### src/rtl/sram_bus_master_pkg.sv
// Shared definitions for the SRAM bus master: state encodings, default bus timing
// and the phase-counter width.
package sram_bus_master_pkg;

   typedef enum logic [1:0] {
      ST_IDLE   = 2'd0,
      ST_SETUP  = 2'd1,
      ST_STROBE = 2'd2,
      ST_HOLD   = 2'd3
   } state_e;

   localparam int T_SETUP_DEF  = 1;
   localparam int T_STROBE_DEF = 3;
   localparam int T_HOLD_DEF   = 1;
   localparam int CNT_W        = 4;

   // A phase of t cycles loads t-1 and leaves when the counter reads zero
   function automatic logic [CNT_W-1:0] cnt_load(input int t);
      return 4'(t - 1);
   endfunction

endpackage

### src/rtl/sram_bus_master.sv
// Asynchronous-SRAM bus master: one read or write per request, with programmable
// setup/strobe/hold phases. All bus-facing outputs are registered.
module sram_bus_master
   import sram_bus_master_pkg::*;
#(
   parameter int B        = 7,
   parameter int AW       = 13,
   parameter int T_SETUP  = T_SETUP_DEF,   // 1..15
   parameter int T_STROBE = T_STROBE_DEF,  // 1..15
   parameter int T_HOLD   = T_HOLD_DEF     // 0..15
) (
   input  logic          clk,
   input  logic          reset,
   input  logic          req,
   input  logic          wr,
   input  logic [AW-1:0] addr_in,
   input  logic [B:0]    wdata,
   output logic [B:0]    rdata,
   output logic          busy,
   output logic          done,
   output logic [AW-1:0] addr,
   output logic          ncs,
   output logic          nwe,
   output logic          noe,
   output logic [B:0]    data_out,
   output logic          data_oe,
   input  logic [B:0]    data_in
);

   state_e             state_q, state_d;
   logic [CNT_W-1:0]   cnt_q, cnt_d;
   logic               wr_lat_q, wr_lat_d;
   logic [AW-1:0]      addr_lat_q, addr_lat_d;
   logic [B:0]         wdata_lat_q, wdata_lat_d;

   logic               ncs_q, ncs_d;
   logic               nwe_q, nwe_d;
   logic               noe_q, noe_d;
   logic               data_oe_q, data_oe_d;
   logic               busy_q, busy_d;
   logic               done_q, done_d;
   logic [AW-1:0]      addr_q, addr_d;
   logic [B:0]         data_out_q, data_out_d;
   logic [B:0]         rdata_q, rdata_d;

   logic               active, strobe;

   always_comb begin
      state_d     = state_q;
      cnt_d       = cnt_q;
      wr_lat_d    = wr_lat_q;
      addr_lat_d  = addr_lat_q;
      wdata_lat_d = wdata_lat_q;

      unique case (state_q)
         ST_IDLE: begin
            if (req) begin
               state_d     = ST_SETUP;
               cnt_d       = cnt_load(T_SETUP);
               wr_lat_d    = wr;
               addr_lat_d  = addr_in;
               wdata_lat_d = wdata;
            end
         end
         ST_SETUP: begin
            if (cnt_q == '0) begin
               state_d = ST_STROBE;
               cnt_d   = cnt_load(T_STROBE);
            end else begin
               cnt_d = cnt_q - 4'd1;
            end
         end
         ST_STROBE: begin
            if (cnt_q == '0) begin
               if (T_HOLD == 0) begin
                  state_d = ST_IDLE;
               end else begin
                  state_d = ST_HOLD;
                  cnt_d   = cnt_load(T_HOLD);
               end
            end else begin
               cnt_d = cnt_q - 4'd1;
            end
         end
         ST_HOLD: begin
            if (cnt_q == '0) state_d = ST_IDLE;
            else             cnt_d   = cnt_q - 4'd1;
         end
         default: state_d = ST_IDLE;
      endcase
   end

   // Bus outputs are a registered image of the current state, so the pins trail
   // the state register by one cycle and every strobe comes straight off a flop.
   always_comb begin
      active     = (state_q != ST_IDLE);
      strobe     = (state_q == ST_STROBE);
      ncs_d      = !active;
      nwe_d      = !(strobe && wr_lat_q);
      noe_d      = !(strobe && !wr_lat_q);
      data_oe_d  = active && wr_lat_q;
      busy_d     = active;
      done_d     = !active && busy_q;
      addr_d     = active ? addr_lat_q  : addr_q;
      data_out_d = active ? wdata_lat_q : data_out_q;
      // Sample read data on the edge that releases noe, i.e. at the end of the strobe
      rdata_d    = (!noe_q && noe_d) ? data_in : rdata_q;
   end

   always_ff @(posedge clk) begin
      if (reset) begin
         state_q     <= ST_IDLE;
         cnt_q       <= '0;
         wr_lat_q    <= 1'b0;
         addr_lat_q  <= '0;
         wdata_lat_q <= '0;
         ncs_q       <= 1'b1;
         nwe_q       <= 1'b1;
         noe_q       <= 1'b1;
         data_oe_q   <= 1'b0;
         busy_q      <= 1'b0;
         done_q      <= 1'b0;
         addr_q      <= '0;
         data_out_q  <= '0;
         rdata_q     <= '0;
      end else begin
         state_q     <= state_d;
         cnt_q       <= cnt_d;
         wr_lat_q    <= wr_lat_d;
         addr_lat_q  <= addr_lat_d;
         wdata_lat_q <= wdata_lat_d;
         ncs_q       <= ncs_d;
         nwe_q       <= nwe_d;
         noe_q       <= noe_d;
         data_oe_q   <= data_oe_d;
         busy_q      <= busy_d;
         done_q      <= done_d;
         addr_q      <= addr_d;
         data_out_q  <= data_out_d;
         rdata_q     <= rdata_d;
      end
   end

   assign ncs      = ncs_q;
   assign nwe      = nwe_q;
   assign noe      = noe_q;
   assign data_oe  = data_oe_q;
   assign busy     = busy_q;
   assign done     = done_q;
   assign addr     = addr_q;
   assign data_out = data_out_q;
   assign rdata    = rdata_q;

endmodule
### config.mk
export PLATFORM = sky130hd
export DESIGN_NAME = sram_bus_master
export DESIGN_NICKNAME = d
export VERILOG_FILES = /design/src/rtl/sram_bus_master_pkg.sv /design/src/rtl/sram_bus_master.sv
export SDC_FILE = /design/constraint.sdc
export NUM_CORES = 1
export LEC_CHECK = 0
export ABC_AREA = 1
export CORE_MARGIN = 5
export CORE_UTILIZATION = 50
export DETAILED_ROUTE_END_ITERATION = 10
export GPL_ROUTABILITY_DRIVEN = 0
export PLACE_DENSITY = 0.84
export SYNTH_ARGS = -nofsm -noshare
export SYNTH_HDL_FRONTEND = slang
export SYNTH_SLANG_ARGS = --single-unit
### constraint.sdc
create_clock -name clk -period 3.07 [get_ports clk]
set_input_delay 0.614 -clock clk [delete_from_list [all_inputs] [get_ports clk]]
set_output_delay 0.614 -clock clk [all_outputs]
set_load 0.01 [all_outputs]
; ---- Word level (Yosys, flattened, before mapping)
; Cells that the tools add are included.
[op_classes]
n_eq_ne = 8
muxes = 10
n_addsub = 1
reduce_logical = 16
[op_table]
columns = operator, n
row1 = $mux W4, 4
row2 = $pmux W4 S4, 1
row3 = $mux W2, 4
row4 = $ne A2 B2 Y1 const B, 4
row5 = $pmux W2 S4, 1
row6 = $logic_and A1 B1 Y1, 5
row7 = $logic_not A1 Y1, 5
row8 = $eq A2 B2 Y1 const B, 2
row9 = $logic_not A4 Y1, 1
row10 = $reduce_and A2 Y1, 2
row11 = $reduce_and A4 Y1, 1
row12 = $sub A4 B1 Y4 const B, 1
row13 = $eq A2 B1 Y1 const B, 1
row14 = $logic_not A2 Y1, 1
row15 = $ne A2 B1 Y1 const B, 1
row16 = $reduce_bool A2 Y1, 1
[totals]
output_inout_bits = 35
input_bits = 33
wordCells = 49
regBits = 63

; ---- Logic depth before layout (Yosys ltp)
; Gate-level depths: netlist of run 1.
[logic_depth]
word_depth = 4
depth_mapped = 9

; ---- Worst setup path before layout of run 1
; No wires, ideal clock.
[synth_path]
kind = register to register
startpoint = register state_q[0]
endpoint = register addr_q[10], in the netlist addr[10]
path_stages_with_launch = 8
required_time_ns = 3.003
setup_ns = 0.067
setup_slack_ns = 1.759
period_less_slack_ns = 1.311
t_arrival_ns = 1.244
path_cell_list = dfxtp_1 -> inv_1 -> ha_1 -> buf_4 -> nor2_4 -> inv_2 -> buf_6 -> o21ai_2
[synth_between]
elab_chain_len = 1
[synth_lines]
columns = element, line_no
row1 = "start, declared", sram_bus_master.sv:30  ; state_e state_q, state_d;
row2 = "start signal, assigned", sram_bus_master.sv:127  ; state_q <= state_d;
row3 = $reduce_bool A2 Y1, sram_bus_master.sv:96  ; active = (state_q != ST_IDLE);
row4 = "end signal, assigned", sram_bus_master.sv:138  ; addr_q <= addr_d;
row5 = "end, declared", sram_bus_master.sv:42  ; logic [AW-1:0] addr_q, addr_d;
; Every way passes these cells.
; A chain may end at the register's enable or synchronous reset.

; ---- Worst setup path in the final report of run 1
[layout_path]
startpoint = register state_q[1]
endpoint = register addr_lat_q[9]
[layout_between]
elab_chain_len = 2
[layout_lines]
columns = element, line_no
row1 = $logic_not A2 Y1, sram_bus_master.sv:55  ; unique case (state_q)
row2 = $reduce_and A2 Y1 (no line), n/a
row3 = "end signal, assigned", sram_bus_master.sv:130  ; addr_lat_q <= addr_lat_d;
row4 = "end, declared", sram_bus_master.sv:33  ; logic [AW-1:0] addr_lat_q, addr_lat_d;
; Every way passes these cells.

==> reports/qor.yml, run 1 <==
endpoint_kind: "flop"
insertion_delay_ns: 0.33
max_stage_delay_ns: 0.46
syn_nets: 327
netlist_area_sq_um: 2380
dieArea_sq_um: 6240
die_h_microns: 79.0
grt_start_max_net_pins: 32
wl_met3_microns: 343
synth.avg_cell_area_sq_um: 8.26
synthCells: 288
rsz0062_at_grt: "no"
hold_class: "flop to flop"
setup_violations: 0
final.setup.tns_ns: 0
period_share_pct: 62.4
outcome: "finished, final reports clean"
portBuffers: 67
relSlewSlack_pct: 69.2
highest_layer: "met4"
fin_worst_hold_slack_ns: 0.424
max_freq_ghz: 0.522
ys_ff_latch: 63
core_sq_um: 4660
ir_drop_mv: 0.432
grt.total_usage_pct: 17.2
cts_resized: 0
antenna_found_initial: 0
synth_area_leaders: "dfxtp_1 (53%), nand3_1 (6.5%), nor2_1 (6.5%), o21ai_1 (4.6%), nand2_1 (4.4%)"
ys.flop_type: "dfxtp_1"
clk_pin_slew_ns: 0.06
diodes: 0
p_leak_nw: 1.32
cts_buffer_depth: 2
drt-met1-wl_mm: 2.26
fillers: 392
post_cts_buffers: 0
fin_skew_ns: 0.00364
nets: 395
cts_tree: "done"
synthTopCellsByCount: "dfxtp_1 (63), nor2_1 (41), nand3_1 (31)"
critPathBufInv: 2
power_density_nw_per_um2: 842
cts_sinks: 63
async_flop_share_pct: 0
drt_iter0_drc: 145
cts-root-buf: "clkbuf_8"
cts_made_buffers: 9
cpMaxStageDelayCell: "ha_1"
fp.dieW_microns: 79.0
initial_core_util_pct: 51.1
min_period_ns: 1.92
cp-start-kind: "flop"
cp_top_family: "adder cells"
grt_pass1_wl_mm: 8.41
vias_per_cell: 4.95
ant_nets: 0
required_ns: 3.28
wl_per_cell_microns: 12.4
yosysTopAreaCell: "dfxtp_1"
maxCapViolations: 0
synth.distinct_cells: 20
hold_buffers: 0
drc_errors: 0
critPathArrivalTime_ns: 2.12
finalMaxSlewViolations: 0
num_vias: 2046
multi_input_area_sq_um: 910
drt-total-wl_mm: 5.11
synth_most_common_cell: "dfxtp_1"
dp_hpwl_mm: 3.67
hold_viol: 0
synth-seq-area-share_pct: 53.0
rows: 25
cp_max_fo: 30
tightest_slew_ns: 0.463
drive_gt1_share_pct: 10.9
grt_pass1_vias: 2010
ff_latch_area_sq_um: 1260
yosysWarnings: 0
io_pins: 68
criticalPathCategory: "flop to flop"
path_cells: "inv_1, ha_1, nand2_1, buf_4, o21ai_0, a21oi_1"
synth_top_area_share_pct: 53.0
overflow: 0
syn2layout_area_growth_pct: 35.4
synth_edf_count: 0
h-tree-depth: 3
routed-wl-met2_mm: 2.44
dr.pass1.iters: 4
path summary, 6_finish.rpt:
kind	start	endpoint	slack, ns	cells after the start
max	state_q[1]	addr_lat_q[9]	1.15	6
min	wr_lat_q	nwe	0.42	1
max reg2reg	state_q[1]	addr_lat_q[9]	1.15	6
min reg2reg	wr_lat_q	nwe	0.42	1
metal layers:
layer	vias up	global-route usage (%)
met1	921	19.5
met3	6	6.35
met5	-	0
li1	1065	-
met4	0	6.19
met2	54	29.5
registers in the layout, indices dropped and copies added (netlist names):
signal / cells
addr: 13
addr_lat_q: 13
data_out: 8
rdata: 8
wdata_lat_q: 8
cnt_q: 4
state_q: 2
busy: 1
data_oe: 1
done: 1
ncs: 1
noe: 1
nwe: 1
wr_lat_q: 1
layout by cell type, fill, tap and decap left out, drive strengths merged:
cell type and instances:
nor2 43, clkdlybuf4s50 67, clkbuf 13, inv 32, clkinv 1, o21ai 47, dfxtp 63, nand2 30
ha 6, a21oi 21, buf 4, nand3 31, or2 1
through the flow:
stage | instances | setup WS, ns | utilization (%) | instance area [sq um] | total power, mW
final | 413 | 1.15 | 69.2 | 3220 | 2.71
after global routing | 413 | 0.985 | 69.2 | 3220 | 2.91
after CTS | 413 | 1.12 | 69.2 | 3220 | 2.74
after detailed placement | 399 | 0.939 | 65.6 | 3060 | 2.13
after global placement | 399 | 1.00 | 65.6 | 3060 | 2.10
after floorplan | 288 | 1.76 | - | 2380 | 1.80
area by class of cell:
| class | instances | share of cell area [%] |
|---|---|---|
| Sequential cell | 63 | 39.1 |
| Multi-Input combinational cell | 179 | 28.2 |
| Timing Repair Buffer | 71 | 21.7 |
| Clock buffer | 13 | 4.93 |
| Inverter | 32 | 3.73 |
| Tap cell | 54 | 2.10 |
| Clock inverter | 1 | 0.155 |
power by group:
| group | leakage (nW) | internal, mW | switching (mW) | total (mW) |
|---|---|---|---|---|
| clock | 0.0854 | 0.327 | 0.282 | 0.609 |
| combinational | 0.716 | 0.415 | 0.587 | 1.00 |
| sequential | 0.516 | 1.01 | 0.0909 | 1.10 |
cell families (layout without fill, tap and decap cells):
logic type | count (synthesis) | after routing | share of synthesized area (%)
and+or+nand+nor | 105 | 105 | 19.0
adders and majority gates | 6 | 6 | 3.15
AOI/OAI and AO/OA | 68 | 68 | 16.0
buffers and inverters | 46 | 117 | 8.78
DFF | 63 | 63 | 53.0
Note: power is estimated with default switching activity, not from simulation.
==> inputs of run 2 (changes only) <==
--- a/config.mk
+++ b/config.mk
@@ -7,10 +7,10 @@
 export LEC_CHECK = 0
 export ABC_AREA = 1
 export CORE_MARGIN = 5
-export CORE_UTILIZATION = 50
+export CORE_UTILIZATION = 42
 export DETAILED_ROUTE_END_ITERATION = 10
 export GPL_ROUTABILITY_DRIVEN = 0
-export PLACE_DENSITY = 0.84
+export PLACE_DENSITY = 0.76
 export SYNTH_ARGS = -nofsm -noshare
 export SYNTH_HDL_FRONTEND = slang
 export SYNTH_SLANG_ARGS = --single-unit
==> constraint.sdc (replaced) <==
create_clock -name clk -period 1.65 [get_ports clk]
set_input_delay 0.33 -clock clk [delete_from_list [all_inputs] [get_ports clk]]
set_output_delay 0.33 -clock clk [all_outputs]
set_load 0.01 [all_outputs]
==> run 2 against run 1 <==
Against the previous run: count of clock-buffer cells in the layout unchanged; largest cell class unchanged; wire length up 1.5%; first-iteration DRC count fell by 38%.
==> reports/qor.yml, run 2 (synthesis gave the netlist of run 1 again) <==
drc_errors: 0  # unchanged
final_common_cell: "clkdlybuf4s50_1"
hold_end: "nwe"
grt_pass1_wl_mm: 8.60  # +2.3%
critPathArrivalTime_ns: 1.25  # -0.87 ns
fillers: 482  # +23%
relSlewSlack_pct: 76.3  # +7.1 points
clk_pin_slew_ns: 0.06  # about the same
crit-reg2reg-launch: "state_q[1]"
hold_class: "flop to flop"
grt.total_usage_pct: 14.7  # -2.5 points
r2r_slack_ns: 0.22  # -0.93 ns
path_cells: "clkdlybuf4s50_1"
nets: 398  # +0.76%
cts-root-buf: "clkbuf_8"
io_pins: 68  # unchanged
antenna_found_initial: 0  # unchanged
criticalPathCategory: "flop to output pin"
ant_nets: 0  # unchanged
dieArea_sq_um: 7270  # +17%
ff2ff_path_depth: 6  # unchanged
initial_core_util_pct: 43.2  # -7.8 points
core_sq_um: 5510  # +18%
insertion_delay_ns: 0.33  # about the same
num_vias: 2060  # +0.68%
min_period_ns: 1.58
power_density_nw_per_um2: 1590  # +89%
critPathBufInv: 1  # -1
cts_resized: 0  # unchanged
maxCapViolations: 0  # unchanged
setup_violations: 0  # unchanged
period_share_pct: 95.5
fin_skew_ns: 0.00669  # +0.00304 ns
cp_top_family: "buffers and inverters"
instances_no_fill: 436  # +5.6%
cts_buffer_depth: 2  # unchanged
diodes: 0  # unchanged
drt_iter0_drc: 90  # -38%
holdPathStages: 1  # unchanged
drt-total-wl_mm: 5.19  # +1.5%
rsz0062_at_grt: "no"
post_cts_buffers: 0  # unchanged
cpMaxStageDelayCell: "clkdlybuf4s50_1"
max_stage_delay_ns: 0.56  # +0.10 ns
cp-start-kind: "flop"
hp-start: "wr_lat_q"
fp.dieW_microns: 85.3  # +8.0%
dr.pass1.iters: 4  # unchanged
tightest_slew_ns: 0.356  # -0.107 ns
cts_sinks: 63  # unchanged
rows: 27  # +8.0%
outcome: "finished, final reports clean"
hold_buffers: 0  # unchanged
cts_made_buffers: 9  # unchanged
die_h_microns: 85.3  # +8.0%
dp_cells: 420  # +5.3%
p_leak_nw: 1.36  # +3.3%
max_freq_ghz: 0.634
wl_per_cell_microns: 11.9  # -3.8%
ir_drop_mv: 0.806  # +86%
hold_viol: 0  # unchanged
vias_per_cell: 4.72  # -4.6%
grt_start_max_net_pins: 58  # +81%
required_ns: 1.32  # -1.96 ns
grt_pass1_vias: 1974  # -1.8%
syn2layout_area_growth_pct: 39.7
overflow: 0  # unchanged
worstReg2RegEnd: "wdata_lat_q[1]"
cp_max_fo: 2  # -93%
h-tree-depth: 3  # unchanged
layout_common_cells: "clkdlybuf4s50_1 (67), dfxtp_1 (63), nor2_1 (41)"
dp_hpwl_mm: 3.74  # +1.8%
portBuffers: 67  # unchanged
endpoint_kind: "output pin"
cts_tree: "done"
drive_gt1_share_pct: 12.9  # +2.0 points
finalMaxSlewViolations: 0  # unchanged
final.setup.tns_ns: 0  # unchanged
==> run 2: cell types whose count changed in the layout (fill, tap and decap cells not counted) <==
| cell | before | now |
|---|---|---|
| ha_1 | 6 | 5 |
| clkbuf_8 | 11 | 13 |
| clkinv_2 | 1 | 3 |
| ha_2 | 0 | 1 |
| clkbuf_1 | 2 | 0 |
| buf_12 | 0 | 2 |
| buf_4 | 4 | 5 |
==> run 2: stage by stage <==
stage                     area [sq um]  hold WS, ns  utilization, %  setup slack, ns  total power, mW
after floorplan                   2380        0.392               -            0.339             3.35
after global placement            3130        0.401            56.8           0.0733             4.02
after detailed placement          3130        0.415            56.8           0.0372             4.08
after CTS                         3320        0.430            60.3           0.0598             5.34
after global routing              3330        0.445            60.4           0.0306             5.68
final                             3330        0.425            60.4           0.0734             5.29
==> run 2: final cells by class <==
cell class / instances / area (sq um) / area share (%)
timing repair buffer: 74 / 748 / 22.5
clock buffer: 13 / 179 / 5.38
clock inverter: 3 / 15.0 / 0.451
tap: 72 / 90.1 / 2.71
multi-input combinational: 179 / 912 / 27.4
sequential: 63 / 1260 / 37.9
inverter: 32 / 120 / 3.61
==> run 2: worst max-delay path by stage <==
stage	startpoint	endpoint	slack [ns]	cells after the start
after CTS	addr[6]	addr[6]	0.06	1
final	addr[6]	addr[6]	0.07	1
after floorplan	state_q[0]	addr[10]	0.34	7
after global placement	reset	addr[0]	0.07	4
after global routing	addr[6]	addr[6]	0.03	1
after detailed placement	reset	addr[4]	0.04	4
==> run 2: layer usage <==
layer | vias to the layer above | track usage (%) | share of wire (%) | wire length (microns)
met5 | - | 0 | 0 | 0
met4 | 0 | 5.61 | 0.95 | 49
met3 | 6 | 4.37 | 5.1 | 264
met2 | 55 | 24.9 | 49 | 2520
met1 | 927 | 17.4 | 45 | 2350
li1 | 1072 | - | - | -
==> run 2: power by group <==
group / internal (mW) / switching (mW) / leakage (nW)
sequential: 1.88 / 0.178 / 0.516
clock: 0.702 / 0.550 / 0.105
combinational: 0.870 / 1.11 / 0.739
